File: src/rtl/stopwatch_pkg.sv
// Shared types and constants for the MM:SS stopwatch controller.
// Optional lap/freeze display is enabled by defining STOPWATCH_LAP_EN.
package stopwatch_pkg;

   typedef enum logic [1:0] {
      IDLE  = 2'd0,
      RUN   = 2'd1,
      PAUSE = 2'd2
   } state_e;

   typedef logic [3:0] bcd_t;

   localparam int SEC_U_MOD = 10;
   localparam int SEC_T_MOD = 6;
   localparam int MIN_U_MOD = 10;
   localparam int MIN_T_MOD = 6;

   // Modulus of cascade stage idx, least significant digit first.
   function automatic int digit_mod(input int idx);
      case (idx)
         0:       return SEC_U_MOD;
         1:       return SEC_T_MOD;
         2:       return MIN_U_MOD;
         default: return MIN_T_MOD;
      endcase
   endfunction

endpackage

File: src/rtl/bcd_digit.sv
// One BCD counting stage: counts 0..MOD-1 when enabled, wraps to 0 and
// raises carry combinationally on the enabled terminal count.
module bcd_digit
   import stopwatch_pkg::*;
#(
   parameter int MOD = 10
) (
   input  logic clk,
   input  logic rst,
   input  logic en,
   input  logic clr,
   output bcd_t q,
   output logic carry
);

   localparam bcd_t LAST = bcd_t'(MOD - 1);

   bcd_t q_q;
   bcd_t q_d;

   always_comb begin
      q_d = q_q;
      if (clr) begin
         q_d = '0;
      end else if (en) begin
         q_d = (q_q == LAST) ? '0 : q_q + 4'd1;
      end
   end

   always_ff @(posedge clk) begin
      if (rst) begin
         q_q <= '0;
      end else begin
         q_q <= q_d;
      end
   end

   assign q     = q_q;
   assign carry = en && (q_q == LAST);

endmodule

File: src/rtl/stopwatch_ctrl.sv
// Run/pause/clear controller driving a four-digit BCD MM:SS cascade.
// Define STOPWATCH_LAP_EN to add the lap input and frozen-display snapshot.
module stopwatch_ctrl
   import stopwatch_pkg::*;
#(
   parameter int TICK_DIV = 10,
   parameter int PW       = 4
) (
   input  logic        clk,
   input  logic        rst,
   input  logic        start_stop,
   input  logic        clear,
`ifdef STOPWATCH_LAP_EN
   input  logic        lap,
`endif
   output logic [15:0] digits,
   output logic        running,
   output logic        overflow
);

   localparam logic [PW-1:0] PRE_LAST = PW'(TICK_DIV - 1);

   state_e        state_q, state_d;
   logic [PW-1:0] pre_q, pre_d;
   logic          running_q, running_d;
   logic          overflow_q, overflow_d;
   logic          tick;
   logic          clr_digits;
   logic [3:0]    en;
   logic [3:0]    carry;
   logic [15:0]   live;

   always_ff @(posedge clk) begin
      if (rst) begin
         state_q <= IDLE;
      end else begin
         state_q <= state_d;
      end
   end

   // clear is dropped in RUN; in IDLE/PAUSE it beats a simultaneous start_stop.
   always_comb begin
      state_d = state_q;
      case (state_q)
         IDLE:    if (!clear && start_stop) state_d = RUN;
         RUN:     if (start_stop)           state_d = PAUSE;
         PAUSE: begin
            if (clear)           state_d = IDLE;
            else if (start_stop) state_d = RUN;
         end
         default: state_d = IDLE;
      endcase
   end

   always_comb begin
      tick       = (state_q == RUN) && (pre_q == PRE_LAST);
      clr_digits = clear && (state_q != RUN);
      running_d  = (state_d == RUN);
   end

   always_comb begin
      pre_d = pre_q;
      if (clr_digits) begin
         pre_d = '0;
      end else if (state_q == RUN) begin
         pre_d = tick ? '0 : pre_q + PW'(1);
      end
      overflow_d = carry[3];
   end

   always_ff @(posedge clk) begin
      if (rst) begin
         pre_q      <= '0;
         running_q  <= 1'b0;
         overflow_q <= 1'b0;
      end else begin
         pre_q      <= pre_d;
         running_q  <= running_d;
         overflow_q <= overflow_d;
      end
   end

   assign en[0] = tick;

   for (genvar i = 0; i < 4; i++) begin : g_digit
      if (i > 0) begin : g_chain
         assign en[i] = carry[i-1];
      end
      bcd_digit #(
         .MOD (digit_mod(i))
      ) u_digit (
         .clk   (clk),
         .rst   (rst),
         .en    (en[i]),
         .clr   (clr_digits),
         .q     (live[4*i +: 4]),
         .carry (carry[i])
      );
   end

`ifdef STOPWATCH_LAP_EN
   logic        freeze_q, freeze_d;
   logic [15:0] snap_q, snap_d;

   // Leaving RUN releases the freeze even if lap arrives on the same cycle.
   always_comb begin
      freeze_d = freeze_q;
      snap_d   = snap_q;
      if (clr_digits) begin
         freeze_d = 1'b0;
      end else if (state_q == RUN) begin
         if (start_stop) begin
            freeze_d = 1'b0;
         end else if (lap) begin
            if (freeze_q) begin
               freeze_d = 1'b0;
            end else begin
               freeze_d = 1'b1;
               snap_d   = live;
            end
         end
      end
   end

   always_ff @(posedge clk) begin
      if (rst) begin
         freeze_q <= 1'b0;
         snap_q   <= '0;
      end else begin
         freeze_q <= freeze_d;
         snap_q   <= snap_d;
      end
   end

   assign digits = freeze_q ? snap_q : live;
`else
   assign digits = live;
`endif

   assign running  = running_q;
   assign overflow = overflow_q;

endmodule

File: config.mk
export PLATFORM = sky130hd
export DESIGN_NAME = stopwatch_ctrl
export DESIGN_NICKNAME = d
export VERILOG_FILES = /design/src/rtl/stopwatch_pkg.sv /design/src/rtl/bcd_digit.sv /design/src/rtl/stopwatch_ctrl.sv
export SDC_FILE = /design/constraint.sdc
export NUM_CORES = 1
export LEC_CHECK = 0
export CAP_MARGIN = 10
export CELL_PAD_IN_SITES_DETAIL_PLACEMENT = 1
export CELL_PAD_IN_SITES_GLOBAL_PLACEMENT = 1
export CORE_MARGIN = 8
export CORE_UTILIZATION = 30
export DETAILED_ROUTE_END_ITERATION = 7
export DONT_BUFFER_PORTS = 1
export GPL_ROUTABILITY_DRIVEN = 0
export MAX_ROUTING_LAYER = met4
export PLACE_DENSITY_LB_ADDON = 0.12
export RECOVER_POWER = 25
export SYNTH_ARGS = -nofsm -noshare
export SYNTH_HDL_FRONTEND = slang
export SYNTH_SLANG_ARGS = --single-unit
export TNS_END_PERCENT = 10
File: constraint.sdc
create_clock -name clk -period 3 [get_ports clk]
set_input_delay 0.6 -clock clk [delete_from_list [all_inputs] [get_ports clk]]
set_output_delay 0.6 -clock clk [all_outputs]
set_load 0.03 [all_outputs]
==> parameters.txt <==
Parameter                              Value

Power
  Pwr dens ... 437 nW/µm²
  Pleak ... 0.000424 µW
  Max rail drop VDD ... 0.231 mV

GRT
  Maximum number of pins on one net before global-route repair ... 23
  Number of global-route vias before repair ... 970
  Global route total overflow ... 0
  Initial antenna violation count ... 0
  All-layer global routing usage ... 9.99%
  Wire length of the first global-routing pass ... 4870 µm

Drt
  Vias after detailed routing ... 931
  Number of iterations in the first detailed-routing pass ... 4
  Routed via count divided by cell count ... 5.09
  Wirelength per Cell ... 15.4 µm
  Number of DRC violations after detailed routing ... 0
  DRT antenna net count ... 0
  DRT iter0 DRCs ... 37
  Sum of routed wire length over all layers ... 2820 µm

Die
  Effective utilization at floorplan ... 30.3%
  Standard-cell rows ... 23
  Core region area ... 3910 µm²
  Die height ... 78.9 µm
  DIE AREA ... 6220 µm²
  Boundary pin count ... 22
  Horizontal die dimension ... 78.9 µm

Synthesis
  Distinct cell type count after synthesis ... 40
  Sequential share of the synthesized area ... 40.5%
  Avg Inst Size Synth ... 8.92 µm²
  Most common flop cell mapped by yosys ... dfxtp_1
  Post-Synthesis Cell Area ... 1190 µm²
  Ys async rst share ... 0%
  Number of register bits inferred by synthesis ... 24
  Ys Warns ... 0
  Cells after Synth ... 133
  EDFF count, synth ... 0
  Synthesized net count ... 139

Placed design
  Count of port buffers added during placement ... 0
  DP Wirelength ... 2130 µm

STA
  Setup skew after layout ... 0.00353 ns
  Final critical-path required period ... 2.21 ns
  Highest achievable clock rate ... 0.453 GHz
  RSZ-0062 raised after global routing ... no
  Relative slew slack ... 50.0%
  Number of max-slew violations in the final report ... 0
  Final clock period utilization by the worst path ... 73.6%
  Transition time at the pin with the least slew margin ... 0.750 ns
  Final TNS setup ... 0 ns
  Finish-stage setup viols ... 0
  Number of hold violations in the final report ... 0

Critical path
  Largest fanout on the critical path ... 8
  Worst Setup Path Type ... reg -> reg
  CP max stage delay ... 0.66 ns
  Slowest cell on the critical path ... dfxtp_1
  Start of the worst register-to-register path ... g_digit[1].u_digit.q[2]
  CP startpoint kind ... flip-flop
  Required time at the endpoint of the critical path ... 3.19 ns
  CP cell instances ... nor4bb_1, nand3_1, or4_1, a21oi_1
  Launch point of the critical path ... g_digit[1].u_digit.q[2]
  CP Data Arrival Time ... 2.40 ns
  Reg2Reg Depth ... 4
  Critical path endpoint category ... flip-flop

Clocking
  Skew-Pair Late Insertion Delay ... 0.26 ns
  Count of cells resized by post-cts repair ... 0
  TritonCTS clock tree ... built
  Count of hold buffers inserted by post-cts repair ... 0
  Setup bufs post-CTS ... 0
  Maximum number of buffers from clock root to sink ... 2
  TritonCTS buffer count ... 3
  H-tree Lvls ... 1
  Clock root buffer ... clkbuf_8
  CTS clock-pin slew for the worst setup and hold paths ... 0.09 ns
  Clk sinks ... 24

Status
  Outcome ... completed

Worst hold path
  Classification of the worst-slack hold path ... in -> reg
  Worst hold path startpoint ... rst
  Cell depth of the worst min-delay path ... 1

Cells and area
  Ratio of cells with drive above 1 in the final layout ... 8.27%
  Final-stage net count ... 140
  Area added between synthesis and finish ... 8.54%
  Inserted Diodes ... 0
  Post-layout utilization of the core ... 32.9%

Run
  Max_cap viols ... 0
==> cell type report <==
class | count | area [µm²]
fill | 481 | 2630
clock buffer | 4 | 55.1
inverter | 7 | 26.3
multi-input combinational | 98 | 663
tap | 50 | 62.6
sequential | 24 | 480
==> flip-flops by register name, indices dropped and copies added (netlist names) <==
signal,cells
state_q,2
running,1
pre_q,4
overflow,1
g_digit.u_digit.q,16
==> Yosys cell counts, drive strengths merged (2+ instances only) <==
cell     instances  share of area (%)
nor2b            3                1.6
a31oi            2                1.1
nand4bb          2                3.3
inv              7                2.2
nor2            15                4.7
nand4b           2                1.5
a21oi           10                4.2
o21ai            4                1.7
nor4             4                2.6
nand2b           2                1.1
dfxtp           24                 41
clkbuf           3               0.95
nor3             4                1.7
nand3b           5                5.3
a21o             3                1.9
nand2            9                2.8
xor2             2                1.5
or4              2                1.3
xnor2            5                3.7
mux2i            2                1.7
nand3            4                1.7
ha               2                2.1
or3              3                1.6
==> critical path, delay by kind of cell, from the launching register on <==
family          cells  cell delay, ns
compound gates      1            0.15
flops               1            0.66
simple gates        3            1.34
==> cells by family (layout without fill, tap and decap cells) <==
logic type | Yosys count | after routing | synth area share (%)
AOI/OAI and AO/OA | 23 | 23 | 11.6
DFF | 24 | 24 | 40.5
adders and majority gates | 2 | 2 | 2.11
muxes | 3 | 3 | 2.64
and+or+nand+nor | 63 | 63 | 34.4
xor gates and xnor gates | 7 | 7 | 5.17
buffers and inverters | 11 | 11 | 3.59
==> metal layers <==
metal  vias up  wire (µm)  global-route usage, %
met3         2        202                   4.18
met4         0         17                   1.67
li1        472          -                      -
met5         -          0                      -
met2        18       1280                   15.1
met1       439       1330                   12.3
==> final timing paths <==
path              slack [ns]                      end
hold reg to reg         0.51                 pre_q[1]
setup reg to reg        0.79  g_digit[3].u_digit.q[3]
hold / removal          0.39               state_q[1]
setup / recovery        0.79  g_digit[3].u_digit.q[3]
==> where the power goes <==
group / internal, µW / switching [µW]
Clock: 117 / 104
Sequential: 321 / 4.92
Combinational: 5.16 / 11.1
==> stage by stage <==
| step | std cells | total power (µW) | setup WS (ns) | hold WS, ns | cell area, µm² |
|---|---|---|---|---|---|
| floorplan | 133 | 346 | 1.11 | 0.462 | 1190 |
| global route | 183 | 590 | 0.493 | 0.386 | 1290 |
| CTS | 183 | 576 | 0.730 | 0.387 | 1290 |
| global placement | 179 | 349 | 0.807 | 0.488 | 1230 |
| finish | 183 | 563 | 0.791 | 0.392 | 1290 |
| detailed placement | 179 | 350 | 0.763 | 0.499 | 1230 |
==> cells in the final DEF, fill, tap and decap left out, types with 3 or more instances in the layout <==
| master | n |
|---|---|
| inv_1 | 7 |
| nor2b_1 | 3 |
| or3_1 | 3 |
| nor3_1 | 4 |
| a21o_1 | 3 |
| a21oi_1 | 10 |
| nand2_1 | 9 |
| nand3_1 | 4 |
| nor4_1 | 3 |
| clkbuf_8 | 4 |
| o21ai_0 | 4 |
| nor2_1 | 15 |
| xnor2_1 | 5 |
| dfxtp_1 | 24 |
| nand3b_1 | 3 |
Power figures use the tool's default switching activity.
